--- config.mk ---
export PLATFORM = sky130hd
export DESIGN_NAME = axi_dma_reader
export DESIGN_NICKNAME = d
export VERILOG_FILES = /design/src/rtl/axi_dma_reader.sv
export SDC_FILE = /design/constraint.sdc
export NUM_CORES = 1
export LEC_CHECK = 0
export CAP_MARGIN = 40
export CORE_AREA = 2 2 112 114
export CTS_CLUSTER_SIZE = 24
export DETAILED_ROUTE_END_ITERATION = 16
export DIE_AREA = 0 0 114 116
export HOLD_SLACK_MARGIN = 0.15
export PLACE_DENSITY = 0.8
export SYNTH_ARGS = -nofsm -noshare
export SYNTH_HDL_FRONTEND = slang
export SYNTH_SLANG_ARGS = --single-unit
export TNS_END_PERCENT = 20
--- constraint.sdc ---
create_clock -name clk -period 2.9 [get_ports clk]
set_input_delay 0.58 -clock clk [delete_from_list [all_inputs] [get_ports clk]]
set_output_delay 0.58 -clock clk [all_outputs]
set_load 0.01 [all_outputs]
--- src/rtl/axi_dma_reader.sv ---
// AXI3 read-burst master: one INCR burst of 1..16 32-bit words per start,
// each returned word presented on a registered data/valid pair throttled by ready.
module axi_dma_reader #(
    parameter logic [5:0] ARID = 6'd0
) (
    input  logic        clk,
    input  logic        reset,
    // AXI read address channel
    output logic [5:0]  m_arid,
    output logic [31:0] m_araddr,
    output logic [3:0]  m_arlen,
    output logic [2:0]  m_arsize,
    output logic [1:0]  m_arburst,
    output logic [1:0]  m_arlock,
    output logic [3:0]  m_arcache,
    output logic [2:0]  m_arprot,
    output logic        m_arvalid,
    input  logic        m_arready,
    // AXI read data channel
    input  logic [5:0]  m_rid,
    input  logic [31:0] m_rdata,
    input  logic [1:0]  m_rresp,
    input  logic        m_rlast,
    input  logic        m_rvalid,
    output logic        m_rready,
    // AXI write channels, tied off
    output logic [5:0]  m_awid,
    output logic [31:0] m_awaddr,
    output logic [3:0]  m_awlen,
    output logic [2:0]  m_awsize,
    output logic [1:0]  m_awburst,
    output logic [1:0]  m_awlock,
    output logic [3:0]  m_awcache,
    output logic [2:0]  m_awprot,
    output logic        m_awvalid,
    input  logic        m_awready,
    output logic [5:0]  m_wid,
    output logic [31:0] m_wdata,
    output logic [3:0]  m_wstrb,
    output logic        m_wlast,
    output logic        m_wvalid,
    input  logic        m_wready,
    input  logic [5:0]  m_bid,
    input  logic [1:0]  m_bresp,
    input  logic        m_bvalid,
    output logic        m_bready,
    // consumer side
    input  logic        start,
    input  logic [31:0] addr,
    input  logic [3:0]  burstlen,
    input  logic        ready,
    output logic        busy,
    output logic [31:0] data,
    output logic        valid,
    output logic        done,
    output logic        error
);

    localparam logic [1:0] IDLE  = 2'd0;
    localparam logic [1:0] RADDR = 2'd1;
    localparam logic [1:0] RDATA = 2'd2;

    logic [1:0]  state_q, state_d;
    logic [31:0] raddr_q, raddr_d;
    logic [3:0]  count_q, count_d;
    logic [31:0] data_q, data_d;
    logic        valid_q, valid_d;
    logic        done_q, done_d;
    logic        error_q, error_d;
    logic        busy_q, busy_d;
    logic        arvalid_q, arvalid_d;
    logic        beat_s;
    logic        unused_s;

    // rready is the single combinational output, gated by registered state
    assign m_rready  = (state_q == RDATA) & ready;
    assign beat_s    = m_rvalid & m_rready;

    assign m_arid    = ARID;
    assign m_araddr  = raddr_q;
    assign m_arlen   = count_q;
    assign m_arsize  = 3'd2;
    assign m_arburst = 2'd1;
    assign m_arlock  = 2'd0;
    assign m_arcache = 4'd0;
    assign m_arprot  = 3'd0;
    assign m_arvalid = arvalid_q;

    assign m_awid    = 6'd0;
    assign m_awaddr  = 32'd0;
    assign m_awlen   = 4'd0;
    assign m_awsize  = 3'd0;
    assign m_awburst = 2'd0;
    assign m_awlock  = 2'd0;
    assign m_awcache = 4'd0;
    assign m_awprot  = 3'd0;
    assign m_awvalid = 1'b0;
    assign m_wid     = 6'd0;
    assign m_wdata   = 32'd0;
    assign m_wstrb   = 4'd0;
    assign m_wlast   = 1'b0;
    assign m_wvalid  = 1'b0;
    assign m_bready  = 1'b0;

    assign busy  = busy_q;
    assign data  = data_q;
    assign valid = valid_q;
    assign done  = done_q;
    assign error = error_q;

    assign unused_s = ^{m_rid, m_awready, m_wready, m_bid, m_bresp, m_bvalid};

    // next-state logic for the burst sequencer
    always_comb begin
        state_d   = state_q;
        raddr_d   = raddr_q;
        count_d   = count_q;
        data_d    = data_q;
        valid_d   = 1'b0;
        done_d    = 1'b0;
        error_d   = error_q;
        arvalid_d = arvalid_q;
        case (state_q)
            IDLE: begin
                if (start) begin
                    raddr_d   = addr;
                    count_d   = burstlen;
                    error_d   = 1'b0;
                    arvalid_d = 1'b1;
                    state_d   = RADDR;
                end else begin
                    arvalid_d = 1'b0;
                end
            end
            RADDR: begin
                if (m_arready) begin
                    arvalid_d = 1'b0;
                    state_d   = RDATA;
                end else begin
                    arvalid_d = 1'b1;
                end
            end
            RDATA: begin
                if (beat_s) begin
                    data_d  = m_rdata;
                    valid_d = 1'b1;
                    // rlast must coincide exactly with the final counted beat
                    if (count_q != 4'd0) begin
                        count_d = count_q - 4'd1;
                        error_d = error_q | (m_rresp != 2'd0) | m_rlast;
                    end else begin
                        error_d = error_q | (m_rresp != 2'd0) | ~m_rlast;
                        done_d  = 1'b1;
                        state_d = IDLE;
                    end
                end else begin
                    count_d = count_q;
                end
            end
            default: begin
                state_d   = IDLE;
                arvalid_d = 1'b0;
            end
        endcase
        busy_d = (state_d != IDLE);
    end

    // state and output registers
    always_ff @(posedge clk or posedge reset) begin
        if (reset) begin
            state_q   <= IDLE;
            raddr_q   <= 32'd0;
            count_q   <= 4'd0;
            data_q    <= 32'd0;
            valid_q   <= 1'b0;
            done_q    <= 1'b0;
            error_q   <= 1'b0;
            busy_q    <= 1'b0;
            arvalid_q <= 1'b0;
        end else begin
            state_q   <= state_d;
            raddr_q   <= raddr_d;
            count_q   <= count_d;
            data_q    <= data_d;
            valid_q   <= valid_d;
            done_q    <= done_d;
            error_q   <= error_d;
            busy_q    <= busy_d;
            arvalid_q <= arvalid_d;
        end
    end

endmodule

==> reports/results.ini <==
[power]
seq_power_share_pct = 35.5
ir_drop_uv = 506
total_power_mw = 5.16
pwr-share-clk_pct = 21.3
comb_power_share_pct = 43.2
switching_share_pct = 33.6
p_switching_mw = 1.73
powerDensity_nw_per_um2 = 958
intPower_mw = 3.42
p_leak_nw = 2.74

[worst_hold_path]
min_from = data[8]$_DFFE_PP0P_
holdCritPathClass = reg -> reg
hold_path_depth = 2
hold_path_end = data[8]$_DFFE_PP0P_

[critical_path]
end_kind = output port
path_cells = clkdlybuf4s50_1, and2_1, clkdlybuf4s50_1
path_buf_inv = 2
crit_top_cell = clkdlybuf4s50_1
critPathSlowestCell = clkdlybuf4s50_1
cp_top_family = buffers and inverters
worstPathArrival_ns = 1.78
slowest_delay_ns = 0.53
reg2regPathDepth = 5
r2r-end = busy$_DFF_PP0_
cp_max_fo = 2
crit_required_ns = 2.32
r2r_slack_ns = 1.11
crit_type = in -> out
start_kind = input pin
r2r_start = m_arlen[1]$_DFFE_PP0P_

[logic_synthesis]
synth_seq_cells = 75
avgSynthCellArea_um2 = 8.59
synthCells = 453
yosys_warnings = 0
synthDistinctLibCells = 32
synth_seq_area_share_pct = 48.2
syn_area_um2 = 3890

[floorplan]
std_cell_rows = 40
die_y_um = 116
dieArea_um2 = 13200
core-area_um2 = 11900
die_x_um = 114
io_pins = 290
initial_core_util_pct = 32.7

[sta]
finalSetupTns_ns = 0
hold_violations = 0
rsz0062_at_grt = false
clock.fmax_mhz = 424
period_needed_ns = 2.36
maxSlewViolCount = 0
post-route-period-util_pct = 81.3
setup_viol = 0
relSlewSlack_pct = 50.8
finalClockSkew_ns = 0.00477
tightest_slew_ns = 0.737

[placement]
place_congestion = 0.755
io_buffers = 150
place_hpwl_um = 6280

[global_routing]
grtUsageMet2_pct = 21.4
grt_pass1_vias = 2753
grt_busiest_layer = met2
grt-ovfl-total = 0
grt_use_total_pct = 13.2
grt_max_degree = 76
gr-usage-met3_pct = 5.65
use_met1_pct = 14.9
grt_antenna_before_repair = 0
grt_pass1_wl_um = 13300

[clock_network]
clockBufferDepth = 2
postCtsHoldBufs = 0
cts_tree = done
post-cts-setup-buffers = 0
cts_buffers = 9
ctsResizeCount = 0
cts_num_sinks = 75
clockRootBuffer = clkbuf_16
htree_levels = 3
clock_latency_ns = 0.33
clk_pin_slew_ns = 0.06

[detailed_routing]
drtPass1Iterations = 4
first_iter_violations = 151
vias_per_cell = 3.96
drc = 0
route.vias.total = 2985
finalWirelength_um = 8790
antenna_left = 0
wl_per_cell_um = 11.7

[cells_and_area]
drive_above_1_share_pct = 3.79
nets = 697
multi_input_area_um2 = 1450
fillCellCount = 1136
syn_to_final_growth_pct = 38.3
ff_latch_area_um2 = 1880
antenna_cells = 0
final_cell_mix = 193 x nand2_1, 150 x clkdlybuf4s50_1, 122 x conb_1, 75 x dfrtp_1, 9 x clkbuf_16
layout_commonest_cell = nand2_1

[flow_run]
cap_violations = 0

[outcome]
status = complete, no violations

## layout make-up
cell class | instances | share of cell area [%]
clock buffer | 14 | 4.72
clock inverter | 2 | 0.651
inverter | 6 | 0.488
multi-input combinational | 355 | 27.0
sequential | 75 | 34.9
tap | 147 | 3.42
timing repair buffer | 155 | 28.8
## power by group through the flow
stage | logic (mW) | clock network, mW | registers [mW]
after floorplan | 0.874 | 0 | 2.05
after global placement | 2.22 | 0 | 1.83
after detailed placement | 2.26 | 0 | 1.84
after CTS | 2.27 | 1.14 | 1.83
after global routing | 2.47 | 1.18 | 1.89
final | 2.23 | 1.10 | 1.83
## per-stage QoR
step / util [%] / std cells / setup slack (ns) / hold WS (ns) / instance area, um2
floorplan: - / 573 / 0.410 / 0.509 / 4340
global placement: 42.8 / 738 / 0.564 / 0.457 / 5090
detailed placement: 42.8 / 738 / 0.537 / 0.462 / 5090
CTS: 45.2 / 754 / 0.531 / 0.476 / 5380
global route: 45.2 / 754 / 0.518 / 0.491 / 5380
finish: 45.2 / 754 / 0.543 / 0.470 / 5380
## sequential cells by signal, summed over array words and instances, names as in the netlist
name,count
error,1
busy,1
m_arvalid,1
valid,1
state_q,2
m_arlen,4
data,32
m_araddr,32
done,1
## kinds of logic (layout without fill, tap and decap cells)
group / count (synthesis) / after routing / share of synthesized area, %
AO/OA/AOI/OAI: 16 / 16 / 2.44
XOR/XNOR: 1 / 1 / 0.225
adder cells (fa/ha/maj): 1 / 1 / 0.321
buffers and inverters: 143 / 177 / 26.2
flip-flops: 75 / 75 / 48.2
multiplexers: 1 / 1 / 0.257
other: 2 / 122 / 0.193
AND/OR/NAND/NOR: 214 / 214 / 22.2
## Yosys cell counts (all sizes together)
master | number | area, um2
ha | 1 | 12.5
o22ai | 4 | 25.0
o21ai | 3 | 15.0
nand2 | 193 | 724
nand3 | 1 | 17.5
nand3b | 1 | 7.51
clkbuf | 5 | 18.8
nor3b | 2 | 20.0
and3 | 1 | 6.26
a21oi | 7 | 38.8
dfrtp | 75 | 1880
xnor2 | 1 | 8.76
nor2 | 7 | 33.8
a21o | 1 | 7.51
buf | 132 | 975
conb | 2 | 7.51
o2bb2ai | 1 | 8.76
mux2i | 1 | 10.0
or3 | 1 | 6.26
and2 | 2 | 12.5
nor4 | 1 | 6.26
inv | 6 | 25.0
nor2b | 2 | 12.5
nor3 | 2 | 10.0
nand2b | 1 | 6.26
## worst max-delay path by stage
stage | startpoint | endpoint | slack [ns] | cells past startpoint
global placement | ready | m_rready | 0.56 | 3
detailed placement | ready | m_rready | 0.54 | 3
global route | ready | m_rready | 0.52 | 3
CTS | ready | m_rready | 0.53 | 3
finish | ready | m_rready | 0.54 | 3
floorplan | reset | busy$_DFF_PP0_ | 0.41 | 1
## layer usage
metal	vias up	share of wire (%)
met4	0	2.0
li1	1435	-
met3	12	11
met2	170	47
met5	-	0
met1	1368	40
## worst min-delay path, stage by stage, from the launching register on
cell	delay [ns]
dfrtp_1	0.34
nand2_1	0.05
nand2_1	0.05
Power figures use the tool's default switching activity.
